==> src/rtl/riscv_pkg.sv <==
// Shared definitions for the fetch stage: datapath width, NOP encoding,
// fetch FSM states and next-PC select codes.
package riscv_pkg;

    localparam int          XLEN      = 32;
    localparam logic [31:0] NOP_INSTR = 32'h0000_0013;
    localparam int          PC_INCR   = 4;

    // FAULT is only reachable when IF_MISALIGN_CHECK_EN is defined.
    typedef enum logic [2:0] {
        S_IDLE  = 3'd0,
        S_REQ   = 3'd1,
        S_WAIT  = 3'd2,
        S_HOLD  = 3'd3,
        S_FAULT = 3'd4
    } fetch_state_e;

    typedef enum logic [1:0] {
        PC_SEL_HOLD     = 2'd0,
        PC_SEL_INCR     = 2'd1,
        PC_SEL_REDIRECT = 2'd2
    } pc_sel_e;

endpackage

==> src/rtl/instr_fetch_unit_pc_next_gen.sv <==
// Combinational next-PC select: keep the current PC, step to the next word,
// or take a redirect target. Addition wraps modulo 2^XLEN.
module pc_next_gen
    import riscv_pkg::*;
#(
    parameter int XLEN = riscv_pkg::XLEN
) (
    input  logic [XLEN-1:0] pc,
    input  logic [XLEN-1:0] redirect_pc,
    input  pc_sel_e         sel,
    output logic [XLEN-1:0] next_pc
);

    // Select the PC for the next cycle.
    always_comb begin
        next_pc = pc;
        case (sel)
            PC_SEL_INCR:     next_pc = pc + XLEN'(PC_INCR);
            PC_SEL_REDIRECT: next_pc = redirect_pc;
            default:         next_pc = pc;
        endcase
    end

endmodule

==> src/rtl/instr_fetch_unit.sv <==
// Instruction fetch stage: owns the PC, issues one word request at a time to
// instruction memory and holds the returned word for the decoder until it is
// consumed. Redirects discard any stale in-flight fetch via the drop flag.
// Optional feature macro: IF_MISALIGN_CHECK_EN (misaligned redirect -> FAULT
// with a sticky fetch_misalign flag). Without it the redirect target is
// word-aligned by clearing its two low bits.
//
// Handshakes: imem request transfers on a cycle where imem_req_valid and
// imem_req_ready are both high; the decoder consumes instr on a cycle where
// instr_valid and instr_ready are both high. imem_addr holds while waiting
// for ready unless a redirect changes the PC.
module instr_fetch_unit
    import riscv_pkg::*;
#(
    parameter int              XLEN     = riscv_pkg::XLEN,
    parameter logic [XLEN-1:0] RESET_PC = '0
) (
    input  logic            clk,
    input  logic            rst_n,
    output logic            imem_req_valid,
    input  logic            imem_req_ready,
    output logic [XLEN-1:0] imem_addr,
    input  logic            imem_rsp_valid,
    input  logic [31:0]     imem_rsp_data,
    output logic            instr_valid,
    input  logic            instr_ready,
    output logic [31:0]     instr,
    output logic [XLEN-1:0] instr_pc,
    input  logic            redirect_valid,
    input  logic [XLEN-1:0] redirect_pc,
    output logic            fetch_misalign
);

    fetch_state_e    state_q, state_d;
    logic [XLEN-1:0] pc_q, pc_d;
    logic            drop_q, drop_d;
    logic [31:0]     instr_q, instr_d;
    logic [XLEN-1:0] instr_pc_q, instr_pc_d;
    logic            misalign_q, misalign_d;
    pc_sel_e         pc_sel;
    logic            in_flight;
    logic [XLEN-1:0] redirect_tgt;

`ifdef IF_MISALIGN_CHECK_EN
    logic redirect_bad;
    assign redirect_bad = |redirect_pc[1:0];
    assign redirect_tgt = redirect_pc;
`else
    logic unused_redirect_lsbs;
    assign unused_redirect_lsbs = ^redirect_pc[1:0];
    assign redirect_tgt = {redirect_pc[XLEN-1:2], 2'b00};
`endif

    pc_next_gen #(.XLEN(XLEN)) u_pc_next_gen (
        .pc          (pc_q),
        .redirect_pc (redirect_tgt),
        .sel         (pc_sel),
        .next_pc     (pc_d)
    );

    // Next-state logic: normal fetch sequencing, then redirect overrides.
    always_comb begin
        state_d    = state_q;
        drop_d     = drop_q;
        instr_d    = instr_q;
        instr_pc_d = instr_pc_q;
        misalign_d = misalign_q;
        pc_sel     = PC_SEL_HOLD;
        // A request is still outstanding after this edge if it is accepted
        // now, or was accepted earlier and its response has not arrived.
        in_flight  = ((state_q == S_REQ) && imem_req_ready) ||
                     ((state_q == S_WAIT) && !imem_rsp_valid) ||
                     ((state_q == S_FAULT) && drop_q && !imem_rsp_valid);

        case (state_q)
            S_IDLE: state_d = S_REQ;
            S_REQ: begin
                if (imem_req_ready) state_d = S_WAIT;
            end
            S_WAIT: begin
                if (imem_rsp_valid) begin
                    if (drop_q) begin
                        drop_d  = 1'b0;
                        state_d = S_REQ;
                    end else begin
                        instr_d    = imem_rsp_data;
                        instr_pc_d = pc_q;
                        pc_sel     = PC_SEL_INCR;
                        state_d    = S_HOLD;
                    end
                end
            end
            S_HOLD: begin
                if (instr_ready) state_d = S_REQ;
            end
            S_FAULT: begin
                if (imem_rsp_valid) drop_d = 1'b0;
            end
            default: state_d = S_IDLE;
        endcase

        if (redirect_valid && (state_q != S_IDLE)) begin
            instr_d    = instr_q;
            instr_pc_d = instr_pc_q;
            drop_d     = in_flight;
`ifdef IF_MISALIGN_CHECK_EN
            if (redirect_bad) begin
                misalign_d = 1'b1;
                pc_sel     = PC_SEL_HOLD;
                state_d    = S_FAULT;
            end else begin
                misalign_d = 1'b0;
                pc_sel     = PC_SEL_REDIRECT;
                state_d    = in_flight ? S_WAIT : S_REQ;
            end
`else
            pc_sel  = PC_SEL_REDIRECT;
            state_d = in_flight ? S_WAIT : S_REQ;
`endif
        end
    end

    // State and datapath registers.
    always_ff @(posedge clk or negedge rst_n) begin
        if (!rst_n) begin
            state_q    <= S_IDLE;
            pc_q       <= RESET_PC;
            drop_q     <= 1'b0;
            instr_q    <= NOP_INSTR;
            instr_pc_q <= '0;
            misalign_q <= 1'b0;
        end else begin
            state_q    <= state_d;
            pc_q       <= pc_d;
            drop_q     <= drop_d;
            instr_q    <= instr_d;
            instr_pc_q <= instr_pc_d;
            misalign_q <= misalign_d;
        end
    end

    assign imem_req_valid = (state_q == S_REQ);
    assign imem_addr      = pc_q;
    assign instr_valid    = (state_q == S_HOLD);
    assign instr          = instr_q;
    assign instr_pc       = instr_pc_q;
    assign fetch_misalign = misalign_q;

endmodule

==> config.mk <==
export PLATFORM = sky130hd
export DESIGN_NAME = instr_fetch_unit
export DESIGN_NICKNAME = d
export VERILOG_FILES = /design/src/rtl/riscv_pkg.sv /design/src/rtl/instr_fetch_unit_pc_next_gen.sv /design/src/rtl/instr_fetch_unit.sv
export SDC_FILE = /design/constraint.sdc
export NUM_CORES = 1
export LEC_CHECK = 0
export ABC_CLOCK_PERIOD_IN_PS = 2600
export CAP_MARGIN = 15
export CORE_MARGIN = 1.5
export CORE_UTILIZATION = 44
export DETAILED_ROUTE_END_ITERATION = 8
export PLACE_DENSITY = 0.87
export REMOVE_ABC_BUFFERS = 1
export SYNTH_ARGS = -nofsm -noshare
export SYNTH_HDL_FRONTEND = slang
export SYNTH_SLANG_ARGS = --single-unit
==> constraint.sdc <==
create_clock -name clk -period 2.6 [get_ports clk]
set_input_delay 0.26 -clock clk [delete_from_list [all_inputs] [get_ports clk]]
set_output_delay 0.26 -clock clk [all_outputs]
set_load 0.01 [all_outputs]
==> results.cfg, run 1 <==
[cells_and_area]
post-route-cell-area_sq_mm = 0.00634
syn2layout_area_growth_pct = 43.7
diodes = 0
multi_input_area_sq_mm = 0.00186
fillerInstances = 831
final_core_util_pct = 65.1
regArea_sq_mm = 0.00238
nNetsFinal = 732
drive_gt1_share_pct = 6.16

[global_routing]
grt_pass1_wl_microns = 19500
grt_max_degree = 63
antenna_found_initial = 0
grt_pass1_vias = 4078
track_usage_pct = 23.9
grt_overflow_total = 0

[floorplan]
rows = 36
die_x_microns = 103
io_pins = 169
die_area_sq_mm = 0.0106
initial_utilization_pct = 45.3
core_area_sq_mm = 0.00973
die_y_microns = 103

[critical_path]
cp_num_buf_inv = 0
startpoint = imem_addr[9]$_DFFE_PN0P_
path_cells = nand4_2 > or4_1 > or4_1 > a31oi_1
reg2reg_depth = 4
crit_slowest_cell = or4_1
crit_required_ps = 2890
crit_family = simple AND/OR/NAND/NOR gates
r2r_start = imem_addr[9]$_DFFE_PN0P_
arrival_ps = 2620
critical_path_class = reg2reg
critPathLaunchType = flop
cpMostUsedCell = or4_1
worst-path-stages = 4
critPathCaptureType = flop
crit_fanout = 18
slowest_delay_ps = 830

[clock_network]
cts_hold_buf = 1
ctsResizeCount = 0
numClockSinks = 95
numCtsBuffers = 9
cts_tree = yes
root_buffer = clkbuf_8
post-cts-setup-buffers = 0
max-clock-path-buffers = 2
clkTransAtPathRegs_ps = 90
clk_latency_ps = 360
htreeDepth = 3

[yosys]
synthFlopType = dfrtp_1
async_reset_ff_share_pct = 100
synth_area_sq_mm = 0.00441
synth_commonest_cells = 201 x nand2_1, 92 x dfrtp_1, 23 x clkbuf_1, 20 x nor2_1, 20 x o21ai_0
synth_area_leaders = dfrtp_1 52%, nand2_1 17%, or4_1 2.6%
syn_inst = 505
yosysWarnings = 0
synth_cell_types = 53
yosysMostFrequentCell = nand2_1
synth-seq-cells = 95
seq_area_frac_synth_pct = 54.0
synth_top_area_cell = dfrtp_1
synth_edf_count = 0
postSynthAreaPerCell_sq_um = 8.73
yosysTopAreaCellShare_pct = 52.2

[power_and_ir_drop]
p_leak_nw = 2.79
power.share.clock_pct = 13.6
intPower_w = 0.00399
power_frac_seq_pct = 42.4
peakVddDrop_mv = 0.500
sw_frac_of_total_pct = 36.7
power.density_mw_per_mm2 = 994
p_switching_w = 0.00231
comb_power_share_pct = 43.9

[status]
status = finished clean

[placement]
placed_cell_area_sq_mm = 0.00616
gp_congestion = 0.859
place_hpwl_microns = 9190
port_buffers = 161

[min_path]
min_from = imem_rsp_data[4]
min_path_cells = 3
min_path_type = in2reg

[sta]
relSlewSlack_pct = 45.6
finClkSkew_ps = 7.99
setup_viol = 0
tightestPinTransition_ps = 815
fin_tns_setup_ps = 0
fmax_mhz = 428
hold_viol = 0
fin_crit_sh_pct = 89.9
min_period_ps = 2340
drv_slew = 0
rsz0062_at_grt = false

[flow_run]
drv_cap = 0

[routing]
wire_per_inst_microns = 15.6
vias_per_cell = 5.27
drc = 0
postRouteAntennaNets = 0
drt_iter0_markers = 210
wirelength_microns = 12500
first_pass_iters = 4
route.vias.total = 4212
==> tightest hold or removal path, cell delays in order <==
cell and delay (ps):
clkdlybuf4s50_1 400, nand2_1 50, nand2_1 50
==> per-stage QoR <==
stage	total power, W	setup slack (ps)	cells	hold WS (ps)
CTS	0.00634	273	799	398
global route	0.00672	154	799	398
floorplan	0.00370	-303	475	-35.6
detailed placement	0.00547	61.0	782	392
global placement	0.00534	178	782	381
finish	0.00630	261	799	408
==> power groups by stage <==
stage	Sequential (W)	Combinational, W	Clock (W)
finish	0.00267	0.00277	0.000858
global route	0.00275	0.00303	0.000939
CTS	0.00267	0.00279	0.000877
detailed placement	0.00270	0.00278	0
global placement	0.00265	0.00269	0
floorplan	0.00289	0.000815	0
==> cell usage in the layout, fill, tap and decap left out, drive strengths merged, types with 8 or more instances in the layout <==
cell,instances
a31oi,15
buf,14
clkbuf,10
clkdlybuf4s50,160
dfrtp,92
inv,10
nand2,201
nand3,14
nand4,8
nor2,20
nor4,8
o21ai,21
o31ai,9
or4,16
==> sequential cells by signal, summed over array words and instances, names as in the netlist <==
signal and count:
state_q 2, instr 32, instr_pc 30, imem_addr 30, drop_q 1
==> cell families (layout without fill, tap and decap cells) <==
family,count (synthesis),after routing,synth area share [%]
xor gates and xnor gates,9,9,1.79
AOI/OAI and AO/OA,63,63,9.28
and+or+nand+nor,292,292,29.9
adders and majority gates,1,1,0.284
DFF,95,95,54.0
other,1,5,0.0851
buffers and inverters,43,200,4.34
muxes,1,1,0.255
==> cell type report <==
cell class	count	share of cell area [%]
clock inverter	6	0.573
inverter	9	0.533
tap	133	2.63
sequential	95	37.6
clock buffer	10	2.01
multi-input combinational	371	29.4
timing repair buffer	175	27.3
==> metal layers <==
layer	global-route usage, %	up-vias	part of all wire [%]
met4	7.69	0	1.9
met3	6.03	22	7.8
met5	0	-	0
met1	29.9	1999	42
met2	40.5	169	48
li1	-	2022	-
==> worst paths after layout <==
| check | slack [ps] | to |
|---|---|---|
| setup / recovery | 260 | imem_addr[29]$_DFFE_PN0P_ |
| hold / removal | 410 | instr[4]$_DFFE_PN1P_ |
| setup reg to reg | 260 | imem_addr[29]$_DFFE_PN0P_ |
| hold reg to reg | 480 | instr[8]$_DFFE_PN0P_ |
| max in group asynchronous | 1390 | instr_pc[18]$_DFFE_PN0P_ |
| min in group asynchronous | 540 | instr[14]$_DFFE_PN0P_ |
(Power assumes the default switching activity.)
==> inputs of run 2 (changes only) <==
--- a/config.mk
+++ b/config.mk
@@ -5,9 +5,8 @@
 export SDC_FILE = /design/constraint.sdc
 export NUM_CORES = 1
 export LEC_CHECK = 0
-export ABC_CLOCK_PERIOD_IN_PS = 2600
 export CAP_MARGIN = 15
-export CORE_MARGIN = 1.5
+export CORE_MARGIN = 2
 export CORE_UTILIZATION = 44
 export DETAILED_ROUTE_END_ITERATION = 8
 export PLACE_DENSITY = 0.87
==> results.cfg, run 2 (synthesis results as in run 1) <==
[clock_network]
clk_latency_ps = 360
root_buffer = clkbuf_8
clkTransAtPathRegs_ps = 90
max-clock-path-buffers = 2
htreeDepth = 3
numClockSinks = 95
ctsResizeCount = 0
post-cts-setup-buffers = 0
cts_tree = yes
numCtsBuffers = 9

[routing]
wirelength_microns = 12700
route.vias.total = 4252
postRouteAntennaNets = 0
first_pass_iters = 7
drc = 0
wire_per_inst_microns = 15.9
vias_per_cell = 5.32
drt_iter0_markers = 348

[placement]
port_buffers = 161
place_worst_setup_slack_ps = 95.2
place_hpwl_microns = 9270
placed_cell_area_sq_mm = 0.00616
gp_congestion = 0.855

[cells_and_area]
fillerInstances = 829
syn2layout_area_growth_pct = 43.8
nNetsFinal = 732
layout_common_cells = 201 x nand2_1, 160 x clkdlybuf4s50_1, 92 x dfrtp_1
drive_gt1_share_pct = 5.86
diodes = 0
largest_reg_flops = 32
post-route-cell-area_sq_mm = 0.00634
final_common_cell = nand2_1

[power_and_ir_drop]
p_leak_nw = 2.79
power.total_w = 0.00633
power.density_mw_per_mm2 = 998
peakVddDrop_mv = 0.480

[critical_path]
crit_end = imem_addr[26]$_DFFE_PN0P_
r2r_start = imem_addr[8]$_DFFE_PN0P_
startpoint = imem_addr[8]$_DFFE_PN0P_
critPathCaptureType = flop
arrival_ps = 2650
reg2reg_depth = 4
crit_fanout = 18
rrSetupSlack_ps = 220
critPathLaunchType = flop
timing.rr.end = imem_addr[26]$_DFFE_PN0P_
critical_path_class = reg2reg
crit_required_ps = 2870

[sta]
tightestPinTransition_ps = 603
holdWs_ps = 404
relSlewSlack_pct = 59.4
postLayoutSetupSlackWorst_ps = 221
min_period_ps = 2380
finClkSkew_ps = 10.6
rsz0062_at_grt = false
setup_viol = 0
fin_crit_sh_pct = 91.5
hold_viol = 0
fmax_mhz = 420
drv_slew = 0

[floorplan]
die_area_sq_mm = 0.0108
die_x_microns = 104
core_area_sq_mm = 0.00973
initial_utilization_pct = 45.3
io_pins = 169
die_y_microns = 104
rows = 36

[flow_run]
drv_cap = 0

[global_routing]
grt_overflow_total = 0
grt_pass1_vias = 4160
antenna_found_initial = 0
grt_max_degree = 53
grt_pass1_wl_microns = 21000
track_usage_pct = 24.0

[status]
status = finished clean

[min_path]
min_path_type = in2reg
==> run 2: cell types whose count changed in the layout (fill, tap and decap cells not counted) <==
cell | before | now
inv_6 | 1 | 0
clkbuf_8 | 9 | 10
clkinvlp_4 | 1 | 0
clkbuf_1 | 1 | 3
clkinv_2 | 4 | 2
clkinv_4 | 0 | 1
==> run 2: layout make-up <==
type / instances / area [sq um] / area share (%)
timing repair buffer: 175 / 1730 / 27.3
tap: 133 / 166 / 2.62
clock inverter: 3 / 18.8 / 0.296
multi-input combinational: 371 / 1860 / 29.4
clock buffer: 13 / 149 / 2.35
sequential: 95 / 2380 / 37.6
inverter: 9 / 33.8 / 0.533
==> run 2: worst min-delay path by stage <==
stage | to | depth (start not counted) | slack (ps) | startpoint
after floorplan | drop_q$_DFFE_PN0P_ | 0 | -40 | rst_n
after global placement | instr[31]$_DFFE_PN0P_ | 1 | 290 | rst_n
after detailed placement | instr[30]$_DFFE_PN0P_ | 1 | 290 | rst_n
after CTS | instr[1]$_DFFE_PN1P_ | 3 | 390 | imem_rsp_data[1]
after global routing | instr[4]$_DFFE_PN1P_ | 3 | 410 | imem_rsp_data[4]
final | instr[4]$_DFFE_PN1P_ | 3 | 400 | imem_rsp_data[4]
==> run 2: power breakdown <==
part	leakage [nW]	switching (W)	total, W	internal (W)
Combinational	1.51	0.00125	0.00278	0.00154
Sequential	1.19	0.000570	0.00267	0.00210
Clock	0.0874	0.000494	0.000869	0.000375
Total	2.79	0.00231	0.00633	0.00402
==> run 2: metal layers <==
layer,GRT usage (%),vias up,wire [microns]
met1,32.0,1997,5280
met4,7.72,0,210
met5,0,-,0
met2,39.8,216,6220
li1,-,2018,-
met3,4.14,21,978
==> run 2: critical path: stages (launching register included) <==
cell and delay (ps):
dfrtp_1 510, nand4_2 200, or4_1 820, or4_1 570
a31oi_1 190
==> run 2: timing repair <==
item	CTS	global route
setup endpoints to repair	0	0
endpoints found under the hold margin	43	0
hold buffers	1	0
==> run 2: metrics by stage <==
stage          std cells  setup TNS, ps  utilization, %
2_1_floorplan        475          -6420               -
3_3_place_gp         782              0            63.3
3_5_place_dp         782              0            63.3
4_1_cts              799              0            65.2
5_1_grt              799              0            65.2
6_report             799              0            65.2
==> inputs of run 3 (changes only) <==
--- a/config.mk
+++ b/config.mk
@@ -7,9 +7,10 @@
 export LEC_CHECK = 0
 export CAP_MARGIN = 15
 export CORE_MARGIN = 2
-export CORE_UTILIZATION = 44
+export CORE_UTILIZATION = 46
+export CTS_BUF_LIST = sky130_fd_sc_hd__clkbuf_8
 export DETAILED_ROUTE_END_ITERATION = 8
-export PLACE_DENSITY = 0.87
+export PLACE_DENSITY = 0.9
 export REMOVE_ABC_BUFFERS = 1
 export SYNTH_ARGS = -nofsm -noshare
 export SYNTH_HDL_FRONTEND = slang
==> results.cfg, run 3 (synthesis results as in run 1) <==
[sta]
tightestPinTransition_ps = 780
fin_crit_sh_pct = 90.1
rsz0062_at_grt = false
relSlewSlack_pct = 48.0
hold_viol = 0
min_period_ps = 2340
fmax_mhz = 427
drv_slew = 0
finClkSkew_ps = 14.6
setup_viol = 0
fin_tns_setup_ps = 0

[clock_network]
htreeDepth = 3
post-cts-setup-buffers = 0
clk_latency_ps = 370
root_buffer = clkbuf_8
numClockSinks = 95
cts_hold_buf = 1
cts_tree = yes
clkTransAtPathRegs_ps = 110
numCtsBuffers = 9
ctsResizeCount = 0
max-clock-path-buffers = 2

[routing]
first_pass_iters = 5
postRouteAntennaNets = 0
drt_iter0_markers = 259
wirelength_microns = 12500
wire_per_inst_microns = 15.7
drc = 0
vias_per_cell = 5.34
route.vias.total = 4240

[placement]
place_hpwl_microns = 9240
port_buffers = 161
gp_congestion = 0.839
placed_cells = 777

[critical_path]
timing.rr.end = imem_addr[24]$_DFFE_PN0P_
rrSetupSlack_ps = 260
arrival_ps = 2630
critPathLaunchType = flop
cpMostUsedCell = or4_1
crit_fanout = 18
slowest_delay_ps = 810
critical_path_class = reg2reg
crit_required_ps = 2880
startpoint = imem_addr[8]$_DFFE_PN0P_
crit_family = simple AND/OR/NAND/NOR gates
reg2reg_depth = 4
critPathCaptureType = flop
cp_num_buf_inv = 0
path_cells = nand4_2 > or4_1 > or4_1 > a31oi_1
crit_slowest_cell = or4_1
r2r_start = imem_addr[8]$_DFFE_PN0P_

[status]
status = finished clean

[cells_and_area]
diodes = 0
fillerInstances = 726
regArea_sq_mm = 0.00238
multi_input_area_sq_mm = 0.00186
largest_reg_flops = 32
layout_common_cells = 201 x nand2_1, 160 x clkdlybuf4s50_1, 92 x dfrtp_1
final_core_util_pct = 68.4
stdcell_count = 794
final_common_cell = nand2_1
nNetsFinal = 731
syn2layout_area_growth_pct = 44.1
drive_gt1_share_pct = 6.17

[floorplan]
initial_utilization_pct = 47.5
core_area_sq_mm = 0.00928
rows = 35
die_x_microns = 102
die_area_sq_mm = 0.0104
die_y_microns = 102
io_pins = 169

[global_routing]
track_usage_pct = 24.3
grt_max_degree = 49
grt_pass1_wl_microns = 19800
grt_overflow_total = 0
antenna_found_initial = 0
grt_pass1_vias = 4101

[power_and_ir_drop]
power.density_mw_per_mm2 = 1010
peakVddDrop_mv = 0.445
power.total_w = 0.00640
p_leak_nw = 2.79

[flow_run]
drv_cap = 0

[min_path]
min_path_type = in2reg
min_path_cells = 3
min_from = imem_rsp_data[20]
worstHoldEndpoint = instr[20]$_DFFE_PN0P_
-- run 3: report_power, final --
part | internal (W) | total [W] | switching, W
combinational | 0.00152 | 0.00276 | 0.00123
sequential | 0.00210 | 0.00268 | 0.000581
clock | 0.000398 | 0.000963 | 0.000565
-- run 3: metrics by stage --
stage | instance area [sq um] | hold slack (ps) | setup WS [ps]
finish | 6350 | 415 | 257
global route | 6350 | 413 | 129
CTS | 6350 | 405 | 268
detailed placement | 6150 | 329 | 88.3
global placement | 6150 | 315 | 166
floorplan | 4270 | -35.6 | -303
-- run 3: worst register-to-register path, cell delays in order, from the launching register on --
cell,delay [ps]
dfrtp_1,520
nand4_2,190
or4_1,810
or4_1,570
a31oi_1,180
-- run 3: worst max-delay path by stage --
stage,to,slack (ps),cells past startpoint
2_1_floorplan,imem_addr[28]$_DFFE_PN0P_,-300,4
3_3_place_gp,imem_addr[17]$_DFFE_PN0P_,170,6
3_5_place_dp,imem_addr[17]$_DFFE_PN0P_,90,6
4_1_cts,imem_addr[29]$_DFFE_PN0P_,270,4
5_1_grt,imem_addr[29]$_DFFE_PN0P_,130,4
6_report,imem_addr[24]$_DFFE_PN0P_,260,4
-- run 3: metal layers --
layer,GRT usage [%],routed length [microns],vias to the layer above
met5,0,0,-
met4,6.56,156,0
met3,6.02,965,16
met2,41.5,6100,186
met1,31.1,5230,2018
li1,-,-,2020
-- run 3: area by class of cell --
type                    count  area share, %
flip-flops and latches     95           37.5
clock inverters             6          0.886
multi-input cells         371           29.3
clock buffers              10           2.17
well taps                 129           2.54
inverters                   9          0.532
repair buffers            174           27.1
